===== src/rtl/nn_pkg.sv =====
// Shared types and constants for the FP multiplier arbiter slice.
// Holds the FP32 word type, multiplier defaults and the arbiter FSM states.
package nn_pkg;

   typedef logic [31:0] fp32_t;

   localparam fp32_t FP_ZERO = 32'h0;
   localparam int FP_MULT_LAT = 3;

   typedef enum logic [1:0] {
      IDLE,
      RUN,
      DRAIN
   } arb_state_t;

endpackage


===== src/rtl/fp_mult_arbiter_if.sv =====
// Requester-side bundle: operand requests in, tagged products out.
// master = layer engines, slave = arbiter.
interface fp_mult_arbiter_if
   import nn_pkg::*;
#(
   parameter int NUM_REQ = 4
);

   logic [NUM_REQ-1:0]  req_valid;
   fp32_t [NUM_REQ-1:0] req_a;
   fp32_t [NUM_REQ-1:0] req_b;
   logic [NUM_REQ-1:0]  req_ready;
   logic [NUM_REQ-1:0]  rsp_valid;
   fp32_t               rsp_q;

   modport master (
      output req_valid,
      output req_a,
      output req_b,
      input  req_ready,
      input  rsp_valid,
      input  rsp_q
   );

   modport slave (
      input  req_valid,
      input  req_a,
      input  req_b,
      output req_ready,
      output rsp_valid,
      output rsp_q
   );

endinterface


===== src/rtl/tag_pipe.sv =====
// Valid + owner-tag shift register that tracks products inside the multiplier.
// Asynchronously cleared so a reset discards everything in flight.
module tag_pipe #(
   parameter int W     = 2,
   parameter int DEPTH = 3
) (
   input  logic             clk,
   input  logic             reset,
   input  logic             in_valid,
   input  logic [W-1:0]     in_tag,
   output logic [DEPTH-1:0] valid,
   output logic [W-1:0]     out_tag
);

   logic [DEPTH-1:0][W-1:0] tag;

   always_ff @(posedge clk or negedge reset) begin
      if (!reset) begin
         valid <= '0;
         tag   <= '0;
      end else begin
         valid[0] <= in_valid;
         tag[0]   <= in_tag;
         for (int i = 1; i < DEPTH; i++) begin
            valid[i] <= valid[i-1];
            tag[i]   <= tag[i-1];
         end
      end
   end

   assign out_tag = tag[DEPTH-1];

endmodule


===== src/rtl/fp_mult_arbiter.sv =====
// Round-robin front end sharing one fixed-latency FP32 multiplier.
// Each product is routed back to its requester by a tag travelling alongside.
module fp_mult_arbiter
   import nn_pkg::*;
#(
   parameter int NUM_REQ  = 4,
   parameter int MULT_LAT = FP_MULT_LAT
) (
   input  logic              clk,
   input  logic              reset,
   input  logic              enable,
   fp_mult_arbiter_if.slave  bus,
   output fp32_t             mult_a,
   output fp32_t             mult_b,
   input  fp32_t             mult_q,
   output logic              busy
);

   localparam int W = $clog2(NUM_REQ);
   localparam logic [MULT_LAT-1:0] HEAD =
      ~(MULT_LAT'(1) << (MULT_LAT - 1));

   arb_state_t state;
   arb_state_t state_next;

   logic [W-1:0]        ptr;
   logic [W-1:0]        ptr_next;
   logic [W-1:0]        grant_idx;
   logic                grant_any;
   logic                can_grant;
   logic [MULT_LAT-1:0] pipe_v;
   logic [W-1:0]        pipe_tag;
   logic                pipe_filling;

   assign can_grant = reset && enable && (state != DRAIN);

   always_comb begin
      int idx;
      grant_any = 1'b0;
      grant_idx = '0;
      idx       = 0;
      for (int off = 0; off < NUM_REQ; off++) begin
         idx = int'(ptr) + off;
         if (idx >= NUM_REQ) idx = idx - NUM_REQ;
         if (can_grant && !grant_any && bus.req_valid[W'(idx)]) begin
            grant_any = 1'b1;
            grant_idx = W'(idx);
         end
      end
   end

   assign ptr_next = (grant_idx == W'(NUM_REQ - 1)) ?
                     '0 : grant_idx + W'(1);

   assign bus.req_ready = grant_any ?
                          (NUM_REQ'(1) << grant_idx) : '0;
   assign mult_a = grant_any ? bus.req_a[grant_idx] : FP_ZERO;
   assign mult_b = grant_any ? bus.req_b[grant_idx] : FP_ZERO;

   tag_pipe #(
      .W     (W),
      .DEPTH (MULT_LAT)
   ) u_tag_pipe (
      .clk      (clk),
      .reset    (reset),
      .in_valid (grant_any),
      .in_tag   (grant_idx),
      .valid    (pipe_v),
      .out_tag  (pipe_tag)
   );

   assign bus.rsp_valid = pipe_v[MULT_LAT-1] ?
                          (NUM_REQ'(1) << pipe_tag) : '0;
   assign bus.rsp_q = mult_q;

   // Only the last stage occupied means the pipe is empty next cycle,
   // so DRAIN may leave now and busy falls right after the final product.
   assign pipe_filling = |(pipe_v & HEAD);

   always_ff @(posedge clk or negedge reset) begin
      if (!reset) begin
         state <= IDLE;
         ptr   <= '0;
      end else begin
         state <= state_next;
         if (grant_any) ptr <= ptr_next;
      end
   end

   always_comb begin
      state_next = state;
      unique case (state)
         IDLE:    if (enable) state_next = RUN;
         RUN:     if (!enable) state_next = DRAIN;
         DRAIN: begin
            if (enable) state_next = RUN;
            else if (!pipe_filling) state_next = IDLE;
         end
         default: state_next = IDLE;
      endcase
   end

   assign busy = (state != IDLE) || (|pipe_v);

endmodule


===== src/flat_wrapper.sv =====
// flat-port wrapper written by rule: the top's interface ports become plain ports
module fp_mult_arbiter_flat import nn_pkg::*;
#(
   parameter int NUM_REQ  = 4,
   parameter int MULT_LAT = FP_MULT_LAT
)
  (clk, reset, enable, mult_a, mult_b, mult_q, busy, bus_req_valid, bus_req_a, bus_req_b, bus_req_ready, bus_rsp_valid, bus_rsp_q);
  fp_mult_arbiter_if #(.NUM_REQ(NUM_REQ)) bus_i ();
  input  logic clk;
  input  logic reset;
  input  logic enable;
  output fp32_t mult_a;
  output fp32_t mult_b;
  input  fp32_t mult_q;
  output logic busy;
  input wire logic [$bits(bus_i.req_valid)-1:0] bus_req_valid;
  input wire logic [$bits(bus_i.req_a)-1:0] bus_req_a;
  input wire logic [$bits(bus_i.req_b)-1:0] bus_req_b;
  output wire logic [$bits(bus_i.req_ready)-1:0] bus_req_ready;
  output wire logic [$bits(bus_i.rsp_valid)-1:0] bus_rsp_valid;
  output wire logic [$bits(bus_i.rsp_q)-1:0] bus_rsp_q;
  assign bus_i.req_valid = bus_req_valid;
  assign bus_i.req_a = bus_req_a;
  assign bus_i.req_b = bus_req_b;
  assign bus_req_ready = bus_i.req_ready;
  assign bus_rsp_valid = bus_i.rsp_valid;
  assign bus_rsp_q = bus_i.rsp_q;
  fp_mult_arbiter #(.NUM_REQ(NUM_REQ), .MULT_LAT(MULT_LAT)) u_core (.clk(clk), .reset(reset), .enable(enable), .bus(bus_i), .mult_a(mult_a), .mult_b(mult_b), .mult_q(mult_q), .busy(busy));
endmodule

===== config.mk =====
export PLATFORM = sky130hd
export DESIGN_NAME = fp_mult_arbiter_flat
export DESIGN_NICKNAME = d
export VERILOG_FILES = /design/src/rtl/nn_pkg.sv /design/src/rtl/fp_mult_arbiter_if.sv /design/src/rtl/tag_pipe.sv /design/src/rtl/fp_mult_arbiter.sv /design/src/flat_wrapper.sv
export SDC_FILE = /design/constraint.sdc
export NUM_CORES = 1
export LEC_CHECK = 0
export ABC_CLOCK_PERIOD_IN_PS = 5000
export CAP_MARGIN = 20
export CELL_PAD_IN_SITES_DETAIL_PLACEMENT = 2
export CELL_PAD_IN_SITES_GLOBAL_PLACEMENT = 2
export CORE_MARGIN = 1
export CORE_UTILIZATION = 15
export CTS_BUF_LIST = sky130_fd_sc_hd__clkbuf_16
export DETAILED_ROUTE_END_ITERATION = 6
export PLACE_DENSITY_LB_ADDON = 0.1
export RECOVER_POWER = 25
export SETUP_SLACK_MARGIN = 0.05
export SLEW_MARGIN = 20
export SYNTH_ARGS = -nofsm -noshare
export SYNTH_HDL_FRONTEND = slang
export SYNTH_SLANG_ARGS = --single-unit

===== constraint.sdc =====
create_clock -name clk -period 5 [get_ports clk]
set_input_delay 0.5 -clock clk [delete_from_list [all_inputs] [get_ports clk]]
set_output_delay 0.5 -clock clk [all_outputs]
set_load 0.02 [all_outputs]

==> metrics.txt <==
Skew-Pair Late Insertion Delay approximately 240 ps; average cell area after synthesis 9.51 um^2; Static Leak around 2.8 nW; final hold slack between 300 and 400 ps; Slew @ Worst Pin around 1000 ps; initial antenna violation count 0; status completed; Hold Startpoint u_core.u_tag_pipe.tag[1]$_DFF_PN0_; Async S/R FF share, synth 1.00; router iterations before antenna repair 4; first-pass GRT wire length 33100 um; post-synth net total 694; crit path max fanout 29; CTS tree done; CP max stage delay slightly below 700 ps; Worst Hold Class flip-flop to flip-flop; Sw Ratio 0.420; slowest cell on the critical path dlygate4sd3_1; cells after synthesis between 300 and 400; Antenna diodes 0; hold buffer count at cts 0; routability cong. just over 0.8; kind of start point of the critical path input port; final hold vios 0; Crit Reg-Reg Startpoint u_core.ptr[1]$_DFFE_PN0P_; detailed placement HPWL 17200 um; XOR/XNOR Fraction of Synth Area 0; via/cell ratio between 4 and 5; number of nets in the layout 970; commonest non-fill, non-tap cells in the layout 334 x clkdlybuf4s50_1, 65 x nor2b_1, 64 x mux2i_1; Slew headroom 0.308; wire per inst approximately 22 um; sequential fraction of design power 0.109; post-synthesis compound-gate area fraction 0.434; Synth Warn # 0; arrival time at the worst endpoint between 3000 and 4000 ps; #FFs+latches synth 13; Post-CTS Repair Setup Buffers 0; Core Area around 25000 um^2; Crit. End Element output port; vias in the first global route 5209; number of fill cells 2737; H-tree levels 1; post-layout min period approximately 4400 ps; Max IR drop VDD 0.0869 mV; predominant post-synthesis flop cell dfrtp_1; CTS clk-pin slew, worst paths around 40 ps; power density cells ~160 nW/um^2; critical path startpoint reset; post-CTS sizing 0; final setup vio count 0; Max-Cap Viols 0; FP Rows 57; clock buffer depth 2; Initial Utilization 0.154; Clock Power Share 0.132; worst path cell trace dlygate4sd3_1 > clkbuf_1 > nand3_4 > nor4_4 > buf_4 > a221oi_1 > a211oi_1 > clkdlybuf4s50_1; multiplexer area fraction after synthesis 0.169; Final ANT Viol Nets 0; Max Slew Vio Count 0; internal power between 600 and 700 uW; Setup TNS 0 ps; Clk Tree Root Cell clkbuf_16; part of the power in combinational logic 0.759; share of cells above drive strength 1 0.177; Vias 4485; Ports 400; clk sinks 13; width of the die approximately 160 um; WL final approximately 22000 um; die area approximately 26000 um^2; period utilization 0.880; drt first-iter violations ~110; post-synth cell types 35; simple-gate share of the synthesized area 0.160; Synth-to-Final Area Change 92.9%; largest family of logic cells by synthesized area compound AO/OA/AOI/OAI gates; Total GRT Usage 0.165; largest net degree at the start of global routing 66; crit path kind input port to output port; P_sw roughly 480 uW; number of I/O port buffers approximately 340; Num CTS Buffers 3; Post-synth EDFFs 0; Congestion Overflow GR 0; post-synthesis sequential area ratio 0.0860; RSZ-0062 raised after global routing no; commonest non-fill, non-tap cell in the layout clkdlybuf4s50_1; DRC errors left 0; data required time of the worst path ~4500 ps; FMAX between 0.2 and 0.25 GHz; Max Clock Skew about 1.0 ps; Synth Area in Adders 0.00331; Cell Area, Synth 3780 um^2; die height ~160 um
[power by group through the flow]
| stage | clock [mW] | combinational (mW) | sequential (mW) |
|---|---|---|---|
| 2_1_floorplan | 0 | 0.484 | 0.122 |
| 3_3_place_gp | 0 | 0.867 | 0.125 |
| 3_5_place_dp | 0 | 0.879 | 0.125 |
| 4_1_cts | 0.157 | 0.882 | 0.124 |
| 5_1_grt | 0.160 | 0.920 | 0.125 |
| 6_report | 0.150 | 0.862 | 0.123 |
[state kept, by name, summed over array words and instances (netlist names)]
name and flops:
u_core.ptr 2, u_core.state 2, u_core.u_tag_pipe.out_tag 2, u_core.u_tag_pipe.tag 4
u_core.u_tag_pipe.valid 3
[worst max-delay path: cells and delay by family]
family          cells  cell delay [ps]
buf+inv             4             2390
simple gates        2              540
compound gates      2              450
[synth_stat cells, types with 4 or more instances]
library cell	count	area [um^2]
a221oi_1	5	43.8
mux2i_1	64	641
inv_1	4	15.0
nor2b_1	65	407
buf_2	8	40.0
buf_6	11	124
clkbuf_1	20	75.1
a211oi_2	32	400
nor2_1	10	37.5
nand2_1	7	26.3
a221oi_2	60	901
dfrtp_1	13	325
buf_4	40	300
a211oi_1	32	240
[metal layers]
layer | GRT usage | up-vias | wire (um)
li1 | - | 2090 | -
met1 | 0.177 | 2160 | 8420
met2 | 0.320 | 224 | 11800
met3 | 0.0532 | 11 | 2040
met4 | 0.0184 | 0 | 137
met5 | 0 | - | 0
[cells by family (layout without fill, tap and decap cells)]
kind of cell / after synthesis / count (layout)
flops: 13 / 13
fa+ha+maj: 1 / 1
compound gates: 137 / 137
simple gates: 99 / 99
buf+inv: 84 / 359
mux: 64 / 64
[path summary, 6_finish.rpt]
path	endpoint	cells past startpoint	slack, ps
worst min-delay path	u_core.u_tag_pipe.tag[3]$_DFF_PN0_	0	350
worst max register to register	u_core.ptr[1]$_DFFE_PN0P_	7	2810
worst min register to register	u_core.u_tag_pipe.tag[3]$_DFF_PN0_	0	350
worst max-delay path	mult_b[1]	8	600
max in group asynchronous	u_core.u_tag_pipe.tag[1]$_DFF_PN0_	2	3620
min in group asynchronous	u_core.state[0]$_DFFE_PN0P_	1	560
[final cells by class]
type	instances	area [um^2]	share of cell area
clock inverter	1	5.00	0.000685
sequential	13	325	0.0446
timing repair buffer	350	3510	0.481
inverter	5	18.8	0.00257
multi-input combinational	301	2960	0.405
clock buffer	3	75.1	0.0103
tap	324	405	0.0555
[stage by stage]
step / utilization / power, mW / setup slack, ps / instances / instance area (um^2)
after floorplan: - / 0.606 / 2440 / 398 / 3780
after global placement: 0.295 / 0.991 / 865 / 993 / 7230
after detailed placement: 0.295 / 1.00 / 795 / 993 / 7230
after CTS: 0.298 / 1.16 / 795 / 997 / 7310
after global routing: 0.298 / 1.20 / 386 / 997 / 7300
final: 0.298 / 1.14 / 601 / 997 / 7300
(Power assumes the default switching activity.)
